### src/rtl/dmem_if.sv
// -----------------------------------------------------------------------------
// dmem_if
// Request/response bundle between the memory stage of the pipelined datapath
// and the data-memory responder.
//
// Signals
//   req_valid   requester -> responder : request present this cycle
//   req_we      requester -> responder : 1 = store, 0 = load
//   req_byte    requester -> responder : 1 = byte access, 0 = word access
//   req_addr    requester -> responder : byte address
//   req_wdata   requester -> responder : store data (byte stores use [7:0])
//   busy        responder -> requester : request in flight, stall the pipe
//   resp_valid  responder -> requester : one-cycle response pulse
//   resp_rdata  responder -> requester : load data, held between responses
//   resp_err    responder -> requester : qualifies resp_valid (range/alignment)
//
// Modports: master (requester side), slave (responder side).
// -----------------------------------------------------------------------------
interface dmem_if;
    logic        req_valid;
    logic        req_we;
    logic        req_byte;
    logic [31:0] req_addr;
    logic [31:0] req_wdata;
    logic        busy;
    logic        resp_valid;
    logic [31:0] resp_rdata;
    logic        resp_err;

    modport master (
        output req_valid, req_we, req_byte, req_addr, req_wdata,
        input  busy, resp_valid, resp_rdata, resp_err
    );

    modport slave (
        input  req_valid, req_we, req_byte, req_addr, req_wdata,
        output busy, resp_valid, resp_rdata, resp_err
    );
endinterface

### src/rtl/dmem_responder.sv
// -----------------------------------------------------------------------------
// dmem_responder
// Word-organised data RAM with a fixed access latency, serving the memory
// stage's loads and stores over a valid/busy handshake. busy feeds the hazard
// unit's stall. Byte loads return the selected byte zero-extended in
// resp_rdata[7:0] for the writeback sign-extender.
//
// Parameters
//   DEPTH    number of 32-bit words (power of two, >= 4)
//   LATENCY  cycles from acceptance to response (1..15)
//
// Ports
//   clk    rising-edge clock
//   reset  asynchronous active-low reset (RAM contents are retained)
//   bus    dmem_if.slave : req_* in, busy/resp_* out
//
// Build option
//   DMEM_BYTE_EN  defined   : byte loads/stores honoured via req_byte
//                 undefined : req_byte ignored, every access is a word access
// -----------------------------------------------------------------------------
module dmem_responder #(
    parameter int DEPTH   = 64,
    parameter int LATENCY = 2
) (
    input  logic   clk,
    input  logic   reset,
    dmem_if.slave  bus
);

    localparam int IDX_W = $clog2(DEPTH);

    typedef enum logic [1:0] {
        ST_IDLE = 2'd0,
        ST_WAIT = 2'd1,
        ST_RESP = 2'd2
    } state_e;

    state_e      state_q, state_d;
    logic [3:0]  cnt_q, cnt_d;
    logic        we_q;
    logic [31:0] addr_q;
    logic [31:0] wdata_q;
    logic [31:0] rdata_q, rdata_d;
    logic        err_q, err_d;
    logic        busy_q;
    logic        resp_valid_q;
    logic [31:0] mem_q [DEPTH];

    logic             accept_s;
    logic             access_s;
    logic             mem_we_s;
    logic [31:0]      mem_wdata_s;
    logic [IDX_W-1:0] idx_s;
    logic             in_range_s;
    logic             misalign_s;
    logic [31:0]      cur_word_s;

`ifdef DMEM_BYTE_EN
    logic byte_q;

    // Little-endian lane extract: lane 0 is bits [7:0], lane 3 is [31:24].
    function automatic logic [7:0] get_lane(input logic [31:0] word, input logic [1:0] lane);
        logic [7:0] b;
        case (lane)
            2'd0:    b = word[7:0];
            2'd1:    b = word[15:8];
            2'd2:    b = word[23:16];
            2'd3:    b = word[31:24];
            default: b = 8'h00;
        endcase
        return b;
    endfunction

    // Replace one lane of a word, leaving the other three untouched.
    function automatic logic [31:0] put_lane(input logic [31:0] word, input logic [1:0] lane,
                                             input logic [7:0] b);
        logic [31:0] w;
        w = word;
        case (lane)
            2'd0:    w[7:0]   = b;
            2'd1:    w[15:8]  = b;
            2'd2:    w[23:16] = b;
            2'd3:    w[31:24] = b;
            default: w = word;
        endcase
        return w;
    endfunction

    // Byte accesses are never misaligned; word accesses need addr[1:0]==0.
    assign misalign_s = !byte_q && (addr_q[1:0] != 2'b00);
`else
    // req_byte has no meaning in a word-only build.
    logic unused_byte_s;
    assign unused_byte_s = bus.req_byte;
    assign misalign_s    = (addr_q[1:0] != 2'b00);
`endif

    // DEPTH is a power of two, so any set bit above the index field is out of range.
    assign idx_s      = addr_q[IDX_W+1:2];
    assign in_range_s = (addr_q[31:IDX_W+2] == '0);
    assign cur_word_s = mem_q[idx_s];

    assign bus.busy       = busy_q;
    assign bus.resp_valid = resp_valid_q;
    assign bus.resp_rdata = rdata_q;
    assign bus.resp_err   = err_q;

    // Next-state logic: accept in IDLE/RESP, count down in WAIT, access on zero.
    always_comb begin
        state_d  = state_q;
        cnt_d    = cnt_q;
        accept_s = 1'b0;
        access_s = 1'b0;
        case (state_q)
            ST_IDLE: begin
                if (bus.req_valid) begin
                    accept_s = 1'b1;
                    cnt_d    = 4'(LATENCY - 1);
                    state_d  = ST_WAIT;
                end else begin
                    state_d  = ST_IDLE;
                end
            end
            ST_WAIT: begin
                if (cnt_q == 4'd0) begin
                    access_s = 1'b1;
                    state_d  = ST_RESP;
                end else begin
                    cnt_d    = cnt_q - 4'd1;
                end
            end
            ST_RESP: begin
                if (bus.req_valid) begin
                    accept_s = 1'b1;
                    cnt_d    = 4'(LATENCY - 1);
                    state_d  = ST_WAIT;
                end else begin
                    state_d  = ST_IDLE;
                end
            end
            default: begin
                state_d = ST_IDLE;
                cnt_d   = 4'd0;
            end
        endcase
    end

    // Access datapath: response data/error and RAM write for the latched request.
    always_comb begin
        mem_we_s    = 1'b0;
        mem_wdata_s = cur_word_s;
        rdata_d     = rdata_q;
        err_d       = err_q;
        if (access_s) begin
            if (!in_range_s || misalign_s) begin
                // Errored accesses never touch the RAM and return zero.
                err_d   = 1'b1;
                rdata_d = 32'h0000_0000;
            end else begin
                err_d = 1'b0;
`ifdef DMEM_BYTE_EN
                if (byte_q) begin
                    if (we_q) begin
                        mem_we_s    = 1'b1;
                        mem_wdata_s = put_lane(cur_word_s, addr_q[1:0], wdata_q[7:0]);
                        rdata_d     = {24'h000000, wdata_q[7:0]};
                    end else begin
                        rdata_d     = {24'h000000, get_lane(cur_word_s, addr_q[1:0])};
                    end
                end else
`endif
                begin
                    if (we_q) begin
                        mem_we_s    = 1'b1;
                        mem_wdata_s = wdata_q;
                        rdata_d     = wdata_q;
                    end else begin
                        rdata_d     = cur_word_s;
                    end
                end
            end
        end else begin
            mem_we_s = 1'b0;
        end
    end

    // Control/response registers; handshake outputs are registered from next state.
    always_ff @(posedge clk or negedge reset) begin
        if (!reset) begin
            state_q      <= ST_IDLE;
            cnt_q        <= 4'd0;
            we_q         <= 1'b0;
            addr_q       <= 32'h0000_0000;
            wdata_q      <= 32'h0000_0000;
            rdata_q      <= 32'h0000_0000;
            err_q        <= 1'b0;
            busy_q       <= 1'b0;
            resp_valid_q <= 1'b0;
        end else begin
            state_q      <= state_d;
            cnt_q        <= cnt_d;
            rdata_q      <= rdata_d;
            err_q        <= err_d;
            busy_q       <= (state_d == ST_WAIT);
            resp_valid_q <= (state_d == ST_RESP);
            if (accept_s) begin
                we_q    <= bus.req_we;
                addr_q  <= bus.req_addr;
                wdata_q <= bus.req_wdata;
            end else begin
                we_q    <= we_q;
                addr_q  <= addr_q;
                wdata_q <= wdata_q;
            end
        end
    end

`ifdef DMEM_BYTE_EN
    // Byte-access flag latched alongside the rest of the request.
    always_ff @(posedge clk or negedge reset) begin
        if (!reset) begin
            byte_q <= 1'b0;
        end else if (accept_s) begin
            byte_q <= bus.req_byte;
        end else begin
            byte_q <= byte_q;
        end
    end
`endif

    // RAM array: no reset so contents survive a reset; a reset during WAIT
    // forces IDLE asynchronously, which suppresses the pending write.
    always_ff @(posedge clk) begin
        if (mem_we_s) begin
            mem_q[idx_s] <= mem_wdata_s;
        end
    end

endmodule

### src/flat_wrapper.sv
// flat-port wrapper written by rule: the top's interface ports become plain ports
module dmem_responder_flat 
#(
    parameter int DEPTH   = 64,
    parameter int LATENCY = 2
)
  (clk, reset, bus_req_valid, bus_req_we, bus_req_byte, bus_req_addr, bus_req_wdata, bus_busy, bus_resp_valid, bus_resp_rdata, bus_resp_err);
  dmem_if bus_i ();
  input  logic clk;
  input  logic reset;
  input wire logic [$bits(bus_i.req_valid)-1:0] bus_req_valid;
  input wire logic [$bits(bus_i.req_we)-1:0] bus_req_we;
  input wire logic [$bits(bus_i.req_byte)-1:0] bus_req_byte;
  input wire logic [$bits(bus_i.req_addr)-1:0] bus_req_addr;
  input wire logic [$bits(bus_i.req_wdata)-1:0] bus_req_wdata;
  output wire logic [$bits(bus_i.busy)-1:0] bus_busy;
  output wire logic [$bits(bus_i.resp_valid)-1:0] bus_resp_valid;
  output wire logic [$bits(bus_i.resp_rdata)-1:0] bus_resp_rdata;
  output wire logic [$bits(bus_i.resp_err)-1:0] bus_resp_err;
  assign bus_i.req_valid = bus_req_valid;
  assign bus_i.req_we = bus_req_we;
  assign bus_i.req_byte = bus_req_byte;
  assign bus_i.req_addr = bus_req_addr;
  assign bus_i.req_wdata = bus_req_wdata;
  assign bus_busy = bus_i.busy;
  assign bus_resp_valid = bus_i.resp_valid;
  assign bus_resp_rdata = bus_i.resp_rdata;
  assign bus_resp_err = bus_i.resp_err;
  dmem_responder #(.DEPTH(DEPTH), .LATENCY(LATENCY)) u_core (.clk(clk), .reset(reset), .bus(bus_i));
endmodule
### config.mk
export PLATFORM = sky130hd
export DESIGN_NAME = dmem_responder_flat
export DESIGN_NICKNAME = d
export VERILOG_FILES = /design/src/rtl/dmem_if.sv /design/src/rtl/dmem_responder.sv /design/src/flat_wrapper.sv
export SDC_FILE = /design/constraint.sdc
export NUM_CORES = 2
export LEC_CHECK = 0
export BUFFER_PORTS_ARGS = -buffer_cell sky130_fd_sc_hd__buf_4
export CAP_MARGIN = 15
export CORE_ASPECT_RATIO = 1.2
export CORE_MARGIN = 2
export CORE_UTILIZATION = 55
export CTS_BUF_LIST = sky130_fd_sc_hd__clkbuf_8
export DETAILED_ROUTE_END_ITERATION = 10
export GPL_TIMING_DRIVEN = 1
export PLACE_DENSITY = 0.71
export SLEW_MARGIN = 0
export SYNTH_ARGS = -nofsm -noshare
export SYNTH_HDL_FRONTEND = slang
export SYNTH_SLANG_ARGS = --single-unit
export TNS_END_PERCENT = 1
### constraint.sdc
create_clock -name clk -period 7.3 [get_ports clk]
set_input_delay 1.095 -clock clk [delete_from_list [all_inputs] [get_ports clk]]
set_output_delay 1.095 -clock clk [all_outputs]
set_load 0.05 [all_outputs]
==> impl_metrics.env <==
export IMPL_synth_seq_area_share_pct=76.8
export IMPL_multi_input_comb_area_mm2=0.0179
export IMPL_async_reset_ff_share_pct=4.92
export IMPL_hold_path_class="input pin to flop"
export IMPL_mappedNetlistArea_mm2=0.0835
export IMPL_design_portCount=104
export IMPL_synth_flop_cell="sky130_fd_sc_hd__edfxtp_1"
export IMPL_timing_critical_path_to_type="flop"
export IMPL_unrepaired_setup_endpoints_after_global_routing="no"
export IMPL_globalRouteTotalUtil_pct=27.9
export IMPL_cts_tree="built"
export IMPL_post_synth_inst_count=4896
export IMPL_synth_warnings=0
export IMPL_synth_ff_latch_count=2154
export IMPL_die_width_um=360
export IMPL_skew_ns=0.107
export IMPL_hold_viol_final=0
export IMPL_synth_area_leaders="sky130_fd_sc_hd__edfxtp_1 (74%), sky130_fd_sc_hd__mux2i_1 (6.0%), sky130_fd_sc_hd__dfrtp_1 (3.2%)"
export IMPL_routed_vias=47800
export IMPL_power_per_cell_area_mw_per_mm2=487
export IMPL_synth_enable_flop_cells=2048
export IMPL_die_area_mm2=0.155
export IMPL_first_global_vias=47000
export IMPL_timing_worst_setup_path_type="flop to flop"
export IMPL_core_mm2=0.151
export IMPL_max_cap_viol=0
export IMPL_leakage_nw=31.4
export IMPL_period_share_pct=76.3
export IMPL_finished_layout_cells=7364
export IMPL_drtAntennaViolNets=0
export IMPL_placed_cells_incl_taps=6781
export IMPL_gp_congestion=0.873
export IMPL_max_slew_margin_rel_pct=17.4
export IMPL_wl_mm=219
export IMPL_die_height_um=431
export IMPL_global_route_usage_met1_pct=35.0
export IMPL_clock_tree_htree_level_count=5
export IMPL_register_area_mm2=0.0642
export IMPL_grt_start_max_net_pins=215
export IMPL_detail_route_vias_per_cell=6.49
export IMPL_irDropWorstVdd_mv=0.635
export IMPL_placementRows=156
export IMPL_fin_hold_ws_ns=0.295
export IMPL_finalMaxSlewViolations=0
export IMPL_globalRoute_busiestLayer="met2"
export IMPL_synth_largest_area_cell="sky130_fd_sc_hd__edfxtp_1"
export IMPL_cts_buffer_depth=4
export IMPL_grt_pass1_wl_mm=314
export IMPL_number_of_buffers_created_by_cts=332
export IMPL_cts_repair_resized=0
export IMPL_area_growth_pct=11.7
export IMPL_tightest_slew_ns=1.23
export IMPL_use_met3_pct=5.98
export IMPL_final_min_clock_period_ns=5.57
export IMPL_final_nets=5215
export IMPL_yosys_area_top_type_share_pct=73.7
export IMPL_mappedNetlistNets=4967
export IMPL_tns_ns=0
export IMPL_use_met2_pct=45.5
export IMPL_drt_wirelength_per_cell_um=29.8
export IMPL_cp_max_fo=135
export IMPL_critical_path_startpoint_type="flop"
export IMPL_unique_cell_type_count_in_the_yosys_netlist=58
export IMPL_post_route_cells_drive_above_1_share_pct=15.8
export IMPL_cts_root_buf="sky130_fd_sc_hd__clkbuf_8"
export IMPL_portBuffers=102
export IMPL_status="complete, no violations"
export IMPL_first_pass_iteration_count_of_the_detailed_router=8
export IMPL_fmax_mhz=180
export IMPL_clk_pin_slew_ns=0.06
export IMPL_fillers=10600
export IMPL_cp_arrival_ns=6.28
export IMPL_overflow=0
export IMPL_clock_insertion_delay_worst_skew_ns=1.05
export IMPL_utilization_pct=61.9
export IMPL_setup_violations=0
export IMPL_detail_route_iter0_violations=6246
export IMPL_postSynthAreaPerCell_um2=17.1
export IMPL_grt_antenna_before_repair=10
export IMPL_place_hpwl_mm=120
export IMPL_required_time_at_the_endpoint_of_the_critical_path_ns=8.01
export IMPL_post_route_drc_count=0
export IMPL_initial_core_util_pct=55.4
export IMPL_cts_sink_count=2154
sequential cells by signal, summed over array words and instances, names as in the netlist:
register,flops
u_core.mem_q,2048
u_core.addr_q,32
u_core.bus.resp_rdata,32
u_core.wdata_q,32
u_core.cnt_q,4
u_core.state_q,2
u_core.bus.busy,1
u_core.bus.resp_err,1
u_core.bus.resp_valid,1
u_core.we_q,1
final timing paths:
kind                                    from                    to  slack, ns  depth (start not counted)
setup / recovery            u_core.addr_q[4]  u_core.mem_q[60][22]       1.73                          9
hold / removal              bus_req_addr[14]     u_core.addr_q[14]       0.29                          2
setup reg to reg            u_core.addr_q[4]  u_core.mem_q[60][22]       1.73                          9
hold reg to reg            u_core.state_q[1]       u_core.cnt_q[0]       0.47                          1
max in group asynchronous              reset     u_core.addr_q[31]       5.32                          3
min in group asynchronous              reset      u_core.addr_q[3]       0.60                          2
timing repair:
action	4_1_cts	5_1_grt
setup endpoints to repair	0	0
hold buffers	1	0
setup buffers	0	0
endpoints found under the hold margin	18	0
cells by family (layout without fill, tap and decap cells):
group	after synthesis	after routing	share of synthesized area, %
buffers and inverters	535	1014	2.78
DFF	2154	2154	76.8
other	0	14	0
muxes	585	585	7.34
AOI/OAI and AO/OA	1168	1168	10.5
adders and majority gates	2	2	0.0300
and+or+nand+nor	452	452	2.53
power breakdown:
group	total, mW	switching, mW	internal, mW	leakage (nW)
clock	8.99	4.47	4.51	3.39
sequential	19.8	0.274	19.5	19.8
combinational	16.6	12.7	3.89	8.16
synthesized netlist by cell type (5+ instances only):
cell	n
sky130_fd_sc_hd__a21oi_1	122
sky130_fd_sc_hd__a221o_1	169
sky130_fd_sc_hd__a221oi_1	150
sky130_fd_sc_hd__a22oi_1	42
sky130_fd_sc_hd__and2_1	5
sky130_fd_sc_hd__and4bb_1	28
sky130_fd_sc_hd__buf_1	23
sky130_fd_sc_hd__buf_2	124
sky130_fd_sc_hd__buf_4	15
sky130_fd_sc_hd__buf_6	14
sky130_fd_sc_hd__clkbuf_1	176
sky130_fd_sc_hd__dfrtp_1	106
sky130_fd_sc_hd__edfxtp_1	2048
sky130_fd_sc_hd__inv_1	181
sky130_fd_sc_hd__mux2_2	67
sky130_fd_sc_hd__mux2i_1	503
sky130_fd_sc_hd__mux4_2	15
sky130_fd_sc_hd__nand2_1	205
sky130_fd_sc_hd__nand2b_1	6
sky130_fd_sc_hd__nor2_1	164
sky130_fd_sc_hd__nor2b_1	5
sky130_fd_sc_hd__nor3_1	6
sky130_fd_sc_hd__nor4_1	7
sky130_fd_sc_hd__o2111ai_1	29
sky130_fd_sc_hd__o21ai_0	94
sky130_fd_sc_hd__o21ai_1	13
sky130_fd_sc_hd__o22a_1	9
sky130_fd_sc_hd__o22ai_1	264
sky130_fd_sc_hd__o31ai_1	87
sky130_fd_sc_hd__o32ai_1	174
area by class of cell:
class | instances | share of cell area (%)
flip-flops and latches | 2154 | 68.8
diodes | 14 | 0.0376
clock buffers | 351 | 5.18
inverters | 183 | 0.742
clock inverters | 214 | 1.00
multi-input cells | 2207 | 19.2
well taps | 1975 | 2.65
repair buffers | 266 | 2.37
layout by cell type, fill, tap and decap left out, drive strengths merged, types with 8 or more instances in the layout:
cell type | synthesis | layout
edfxtp | 2048 | 2048
mux2i | 503 | 503
clkbuf | 176 | 351
inv | 182 | 299
buf | 176 | 265
o22ai | 264 | 264
nand2 | 205 | 205
o32ai | 174 | 174
a221o | 169 | 169
nor2 | 165 | 165
a221oi | 151 | 151
a21oi | 122 | 122
o21ai | 107 | 107
dfrtp | 106 | 106
clkinv | 1 | 92
o31ai | 87 | 87
mux2 | 67 | 67
a22oi | 42 | 42
o2111ai | 29 | 29
and4bb | 28 | 28
mux4 | 15 | 15
diode | 0 | 14
o22a | 9 | 9
nor4 | 8 | 8
metal layers:
| layer | part of all wire [%] | up-vias |
|---|---|---|
| li1 | - | 20400 |
| met1 | 36 | 24100 |
| met2 | 49 | 2747 |
| met3 | 9.6 | 508 |
| met4 | 5.7 | 2 |
| met5 | 0.0050 | - |
worst max-delay path, stage by stage, from the launching register on:
cell	delay (ns)
sky130_fd_sc_hd__dfrtp_4	0.67
sky130_fd_sc_hd__buf_12	0.62
sky130_fd_sc_hd__buf_4	0.74
sky130_fd_sc_hd__mux2i_1	0.17
sky130_fd_sc_hd__o22ai_1	0.20
sky130_fd_sc_hd__a21oi_1	0.13
sky130_fd_sc_hd__o2111ai_1	0.83
sky130_fd_sc_hd__and4bb_1	0.36
sky130_fd_sc_hd__a21oi_4	0.55
sky130_fd_sc_hd__buf_4	0.62
per-stage QoR:
stage	instance area (um2)	total power [mW]	worst slack, ns
finish	93300	45.4	1.73
global route	93300	46.8	1.78
CTS	93200	45.2	1.97
detailed placement	87400	36.3	2.03
global placement	87400	35.9	2.15
floorplan	83500	29.1	3.16
(Power assumes the default switching activity.)
